[src/rtl/pipe_ctrl_if.sv]
// Stage-facing signal bundle of the pipeline controller: stall requests and
// exception reports in, stall vector and flush/redirect out.
interface pipe_ctrl_if;
  logic        stallreq_if;
  logic        stallreq_id;
  logic        stallreq_ex;
  logic        stallreq_mem;
  logic        excp_valid;
  logic [31:0] excp_type;
  logic [31:0] cp0_epc;
  logic [5:0]  stall;
  logic        flush;
  logic [31:0] new_pc;

  modport master (
    output stallreq_if, stallreq_id, stallreq_ex, stallreq_mem,
    output excp_valid, excp_type, cp0_epc,
    input  stall, flush, new_pc
  );

  modport slave (
    input  stallreq_if, stallreq_id, stallreq_ex, stallreq_mem,
    input  excp_valid, excp_type, cp0_epc,
    output stall, flush, new_pc
  );
endinterface

[src/rtl/pipe_ctrl.sv]
// Pipeline controller: stall merge, exception/ERET flush sequencing, stall counter.
// Optional STALL_WATCHDOG_EN adds a consecutive-stall watchdog that forces a flush.
module pipe_ctrl #(
  parameter logic [31:0] EXC_VECTOR = 32'hBFC00380,
  parameter logic [31:0] ERET_CODE  = 32'h0000000E,
  parameter int unsigned WDOG_LIMIT = 1024
) (
  input  logic        clk,
  input  logic        rst,
  pipe_ctrl_if.slave  pif,
  output logic [1:0]  ctrl_state,
  output logic [31:0] stall_cycles,
  output logic        wdog_trip
);

  typedef enum logic [1:0] {
    IDLE    = 2'd0,
    PEND    = 2'd1,
    RECOVER = 2'd2
  } state_t;

  state_t      state;
  logic [31:0] lat_type;
  logic [31:0] lat_epc;
  logic [5:0]  prio_stall;
  logic        wdog_hit;

  assign ctrl_state = state;

  always_comb begin
    prio_stall = 6'b000000;
    if (pif.stallreq_mem)     prio_stall = 6'b011111;
    else if (pif.stallreq_ex) prio_stall = 6'b001111;
    else if (pif.stallreq_id) prio_stall = 6'b000111;
    else if (pif.stallreq_if) prio_stall = 6'b000011;
  end

  // Outputs are combinational so stage registers react in the same cycle.
  always_comb begin
    pif.stall  = '0;
    pif.flush  = 1'b0;
    pif.new_pc = '0;
    if (!rst) begin
      unique case (state)
        IDLE: begin
          if (wdog_hit) begin
            pif.flush  = 1'b1;
            pif.new_pc = EXC_VECTOR;
          end else if (pif.excp_valid && !pif.stallreq_mem) begin
            pif.flush  = 1'b1;
            pif.new_pc = (pif.excp_type == ERET_CODE) ? pif.cp0_epc : EXC_VECTOR;
          end else begin
            pif.stall = prio_stall;
          end
        end
        PEND: begin
          if (pif.stallreq_mem) begin
            pif.stall = 6'b011111;
          end else begin
            pif.flush  = 1'b1;
            pif.new_pc = (wdog_hit || lat_type != ERET_CODE) ? EXC_VECTOR : lat_epc;
          end
        end
        RECOVER: pif.stall = prio_stall;
        default: ;
      endcase
    end
  end

  always_ff @(posedge clk) begin
    if (rst) begin
      state        <= IDLE;
      lat_type     <= '0;
      lat_epc      <= '0;
      stall_cycles <= '0;
    end else begin
      unique case (state)
        IDLE: begin
          if (pif.flush) begin
            state <= RECOVER;
          end else if (pif.excp_valid) begin
            lat_type <= pif.excp_type;
            lat_epc  <= pif.cp0_epc;
            state    <= PEND;
          end
        end
        PEND:    if (!pif.stallreq_mem) state <= RECOVER;
        RECOVER: state <= IDLE;
        default: state <= IDLE;
      endcase
      if (pif.stall[0] && stall_cycles != '1)
        stall_cycles <= stall_cycles + 32'd1;
    end
  end

`ifdef STALL_WATCHDOG_EN
  logic [15:0] wdog_cnt;

  // The count survives a PEND wait (stall stays asserted), so the PEND exit
  // still sees the hit and redirects to the exception vector.
  assign wdog_hit = (32'(wdog_cnt) >= WDOG_LIMIT);

  always_ff @(posedge clk) begin
    if (rst) begin
      wdog_cnt  <= '0;
      wdog_trip <= 1'b0;
    end else begin
      if (pif.flush || pif.stall == 6'b000000)
        wdog_cnt <= '0;
      else if (wdog_cnt != '1)
        wdog_cnt <= wdog_cnt + 16'd1;
      if (pif.flush && wdog_hit)
        wdog_trip <= 1'b1;
    end
  end
`else
  assign wdog_hit  = 1'b0;
  assign wdog_trip = 1'b0;
`endif

endmodule

[src/flat_wrapper.sv]
// flat-port wrapper written by rule: the top's interface ports become plain ports
module pipe_ctrl_flat 
#(
  parameter logic [31:0] EXC_VECTOR = 32'hBFC00380,
  parameter logic [31:0] ERET_CODE  = 32'h0000000E,
  parameter int unsigned WDOG_LIMIT = 1024
)
  (clk, rst, ctrl_state, stall_cycles, wdog_trip, pif_stallreq_if, pif_stallreq_id, pif_stallreq_ex, pif_stallreq_mem, pif_excp_valid, pif_excp_type, pif_cp0_epc, pif_stall, pif_flush, pif_new_pc);
  pipe_ctrl_if pif_i ();
  input  logic clk;
  input  logic rst;
  output logic [1:0] ctrl_state;
  output logic [31:0] stall_cycles;
  output logic wdog_trip;
  input wire logic [$bits(pif_i.stallreq_if)-1:0] pif_stallreq_if;
  input wire logic [$bits(pif_i.stallreq_id)-1:0] pif_stallreq_id;
  input wire logic [$bits(pif_i.stallreq_ex)-1:0] pif_stallreq_ex;
  input wire logic [$bits(pif_i.stallreq_mem)-1:0] pif_stallreq_mem;
  input wire logic [$bits(pif_i.excp_valid)-1:0] pif_excp_valid;
  input wire logic [$bits(pif_i.excp_type)-1:0] pif_excp_type;
  input wire logic [$bits(pif_i.cp0_epc)-1:0] pif_cp0_epc;
  output wire logic [$bits(pif_i.stall)-1:0] pif_stall;
  output wire logic [$bits(pif_i.flush)-1:0] pif_flush;
  output wire logic [$bits(pif_i.new_pc)-1:0] pif_new_pc;
  assign pif_i.stallreq_if = pif_stallreq_if;
  assign pif_i.stallreq_id = pif_stallreq_id;
  assign pif_i.stallreq_ex = pif_stallreq_ex;
  assign pif_i.stallreq_mem = pif_stallreq_mem;
  assign pif_i.excp_valid = pif_excp_valid;
  assign pif_i.excp_type = pif_excp_type;
  assign pif_i.cp0_epc = pif_cp0_epc;
  assign pif_stall = pif_i.stall;
  assign pif_flush = pif_i.flush;
  assign pif_new_pc = pif_i.new_pc;
  pipe_ctrl #(.EXC_VECTOR(EXC_VECTOR), .ERET_CODE(ERET_CODE), .WDOG_LIMIT(WDOG_LIMIT)) u_core (.clk(clk), .rst(rst), .pif(pif_i), .ctrl_state(ctrl_state), .stall_cycles(stall_cycles), .wdog_trip(wdog_trip));
endmodule
[config.mk]
export PLATFORM = sky130hd
export DESIGN_NAME = pipe_ctrl_flat
export DESIGN_NICKNAME = d
export VERILOG_FILES = /design/src/rtl/pipe_ctrl_if.sv /design/src/rtl/pipe_ctrl.sv /design/src/flat_wrapper.sv
export SDC_FILE = /design/constraint.sdc
export NUM_CORES = 1
export LEC_CHECK = 0
export ABC_AREA = 1
export BUFFER_PORTS_ARGS = -buffer_cell sky130_fd_sc_hd__buf_2
export CAP_MARGIN = 5
export CORE_MARGIN = 2
export CORE_UTILIZATION = 25
export DETAILED_ROUTE_END_ITERATION = 12
export GPL_TIMING_DRIVEN = 0
export HOLD_SLACK_MARGIN = 0.06
export PLACE_DENSITY_LB_ADDON = 0.05
export SYNTH_ARGS = -nofsm -noshare
export SYNTH_HDL_FRONTEND = slang
export SYNTH_SLANG_ARGS = --single-unit
[constraint.sdc]
create_clock -name clk -period 1.55 [get_ports clk]
set_input_delay 0 -clock clk [delete_from_list [all_inputs] [get_ports clk]]
set_output_delay 0 -clock clk [all_outputs]
set_load 0.01 [all_outputs]
==> results by stage <==
Status:
- The flow ran to the end, but the final reports show violations.
- The final reports fail on setup timing.

Setup path:
- For the worst setup path, the data required time is 1550 ps.
- Measured in cells, the most critical reg-to-reg path has a length of 12.
- The sort of element at the start of the critical path is a register.
- Data on the critical path arrives at its endpoint at 1890 ps.
- In this run the critical register-to-register path is captured at u_core.stall_cycles[5]$_SDFFE_PP0P_.
- Of all nets on the critical path, the largest fanout is 8.
- The worst setup path is of the register to output port kind.
- The end point of the critical path is pif_new_pc[14].
- The reg2reg setup slack is -210 ps.
- The sort of element at the end of the critical path is an output port.
- The startpoint of the worst register-to-register path is u_core.stall_cycles[1]$_SDFFE_PP0P_.
- The beginning of the critical path is u_core.lat_type[7]$_SDFFE_PP0P_.

Die:
- The die outline width is 152.2 um.
- The core region is around 22000 um^2.
- Pin placement for this block handled 145 I/O pins.
- The die outline area is 23180 um^2.
- Row generation in the floorplan step produced 54 rows.
- The y dimension of the die is 152.2 um.
- The initial cell density of the core is 0.2533.

Final layout:
- The finished layout holds 1458 standard cells, fillers aside.
- The count of antenna diodes in the layout is 0.
- Relative to the synthesized area, the layout overhead comes to 77.95%.
- At the end of the flow, the number of nets in the layout was approximately 1200.
- The share of post-route cells with drive strength above 1 is 0.4618.

Placed design:
- Before CTS, the worst setup slack after placement is -470.7 ps.
- Routability-driven placement finished with a final weighted congestion of 0.7789.
- The HPWL after detailed placement is approximately 15 mm.
- The quantity of I/O buffers inserted on ports is 142.
- The number of cells after detailed placement is 1311.

Timing:
- Summed over all failing endpoints, the final setup total negative slack is -23170 ps.
- Derived from the worst setup path, the maximum achievable clock frequency is roughly 530 MHz.
- The post-route minimum period is 1890 ps.
- The worst clock skew is 8.223 ps.
- The worst pin sits at a relative slew slack of 0.4171.
- The final count of hold timing violations was 0.
- Setup repair after global routing could not meet its margin everywhere.
- The number of max-slew violations in the final report is 0.
- The number of setup violations in the final report is 128.
- The tightest hold path in the finished design has a slack of ~220 ps.
- In the post-route analysis, the smallest setup slack over all paths is -340.5 ps.
- In the finished design, the share of the clock period the worst path needs comes to 1.220.
- The actual slew at the worst max-slew pin is 874.3 ps.

Power and ir drop:
- Internal power comes to 4924 uW.
- The proportion of power drawn by the clock network is 0.345.
- The share of total power in sequential cells is 0.399.
- In this run the power density over the cells is 716.9 nW/um^2.
- The analysis attributes to net switching a power of 2085 uW.
- The switching part of the total power is 0.2975.
- The combinational group share of total power is 0.255.
- The leakage power total is around 0.004 uW.
- The worst vdd rail ir drop is approximately 0.46 mV.

Clocking:
- The number of clock buffers added by TritonCTS is 9.
- The number of H-tree levels is 3.
- The insertion delay to the later sink of the worst-skew pair is ~350 ps.
- Clock-pin slew was measured on the worst setup and hold paths at about 70 ps.
- CTS saw 98 sinks.
- TritonCTS built the clock tree.
- The clock passes through at most 2 buffers.
- The cell sitting at the root of the clock tree is a clkbuf_16.

Drt:
- The routed length per instance is 15.17 um.
- The first-pass iteration count of the detailed router is 4.
- After detailed routing, the number of vias per cell comes to 4.536.
- For this block, the routed nets add up to 22.12 mm of wire.
- Detailed routing inserted a total of around 6600 vias.
- The first-iteration detailed-routing DRC count is 208.
- The remaining routing DRC violations is 0.
- The remaining antenna violation count after routing is 0.

Logic synthesis:
- After technology mapping, the gate count stands at slightly below 900.
- For this run, the number of Yosys warnings is 0.
- nor2_1 is the most common cell in the netlist.
- The share of synthesized area in the top cell type comes to 0.3571.
- The number of distinct standard cells referenced by the synthesized netlist is 33.
- In this run the cell area of the synthesized design comes to 5494 um^2.
- The top cell type by total area after synthesis is dfxtp_1.
- After synthesis, the cell types taking the most area are dfxtp_1 (36%), nor2_1 (14%), nand2_1 (14%).
- The share of synthesized area occupied by flip-flops and latches is 0.3571.
- The average instance in the mapped netlist occupies 6.187 um^2.
- Among all flip-flop cells after synthesis, the most frequent one is dfxtp_1.
- The fraction of synthesis flops using an asynchronous set or reset pin is 0.
- In this run, synthesis produced a sequential element count of 98.
- The number of flops mapped to enable cells by yosys is 0.
- By count the netlist is led by nor2_1 (202), nand2_1 (198), dfxtp_1 (98).

GRT:
- The first global-routing pass estimated 35.31 mm of wire.
- In the global route stage, overall resource usage came out at 0.1889.
- For this run the aggregate overflow at the end of global routing stands at 0.
- The initial antenna violation count is 0.
- Entering global routing, the biggest net connects 17 pins.
- The number of global-route vias before repair came to 6601.

Min path:
- The start point of the worst hold path is rst.
- The path class of the tightest hold or removal check is input pin to register.
- The hold path depth is 4.

Run:
- The tool flagged a number of max-cap violations equal to 0.
-- layer usage --
layer  GRT usage  routed length, um
met5           0                  0
met4     0.05207                312
met3     0.03043                689
met2      0.3271              10890
met1      0.2432              10230
-- repair_timing --
item / CTS / global route
cloned: 16 / 2
endpoints found under the setup margin: 130 / 131
gates resized for setup: 371 / 148
buffers inserted: 49 / 22
hold buffers: 66 / 0
pin swaps: 62 / 67
endpoints found under the hold margin: 65 / 0
-- state kept, by name, indices dropped and copies added (netlist names) --
register	flops
u_core.ctrl_state	2
u_core.lat_epc	32
u_core.stall_cycles	32
u_core.lat_type	32
-- layout by cell type, fill, tap and decap left out, drive strengths merged --
cell         count
buf            231
nor2           208
nand2          204
dfxtp           98
nand3           80
inv             78
a21oi           74
o21ai           70
dlygate4sd3     66
clkbuf          34
xor2            11
nor3             6
nand4            5
nand3b           2
xnor2            2
conb             2
clkinvlp         2
and2             1
clkinv           1
a211oi           1
ha               1
bufinv           1
-- worst min-delay path by stage --
stage,endpoint
4_1_cts,u_core.ctrl_state[0]$_SDFFE_PP0P_
2_1_floorplan,pif_stall[4]
3_5_place_dp,u_core.lat_epc[3]$_SDFFE_PP0P_
6_report,u_core.ctrl_state[0]$_SDFFE_PP0P_
5_1_grt,u_core.ctrl_state[0]$_SDFFE_PP0P_
3_3_place_gp,u_core.lat_epc[3]$_SDFFE_PP0P_
-- critical path: stages (launching register included) --
cell     delay (ps)
dfxtp_1         340
nor2_1          120
nand3_1         120
nor2_4          110
nand2_2          70
nor2_4          110
buf_12          160
buf_8           130
nand3_1          80
a21oi_2         160
buf_2           160
-- cells by family (layout without fill, tap and decap cells) --
logic type | count (synthesis) | after routing | synth area share
AOI/OAI and AO/OA | 145 | 145 | 0.1353
xor gates and xnor gates | 13 | 13 | 0.02072
adders and majority gates | 1 | 1 | 0.002277
buffers and inverters | 125 | 413 | 0.1020
DFF | 98 | 98 | 0.3571
other | 1 | 2 | 0.0006826
and+or+nand+nor | 505 | 506 | 0.3819
-- cell type report --
cell class | count | area, um^2
fill | 2282 | 11910
multi-input combinational | 667 | 4048
timing repair buffer | 280 | 2341
sequential | 98 | 2021
buffer | 40 | 405.4
tap | 280 | 350.3
inverter | 77 | 299.0
clock buffer | 11 | 252.7
clock inverter | 5 | 60.06
-- power by group through the flow --
stage	clock [uW]	combinational [uW]	sequential, uW
after floorplan	0	564	2810
after global placement	0	919	2830
after detailed placement	0	919	2830
after CTS	2510	1720	2780
after global routing	2590	1940	2820
final	2420	1790	2800
-- per-stage QoR --
step                total power (uW)  area, um^2  utilization
finish                          7009        9777       0.4508
global route                    7351        9777       0.4508
CTS                             7009        9295       0.4286
detailed placement              3745        6594       0.3040
global placement                3745        6594       0.3040
floorplan                       3374        5533            -
No activity file was read; power rests on OpenSTA's default activity.
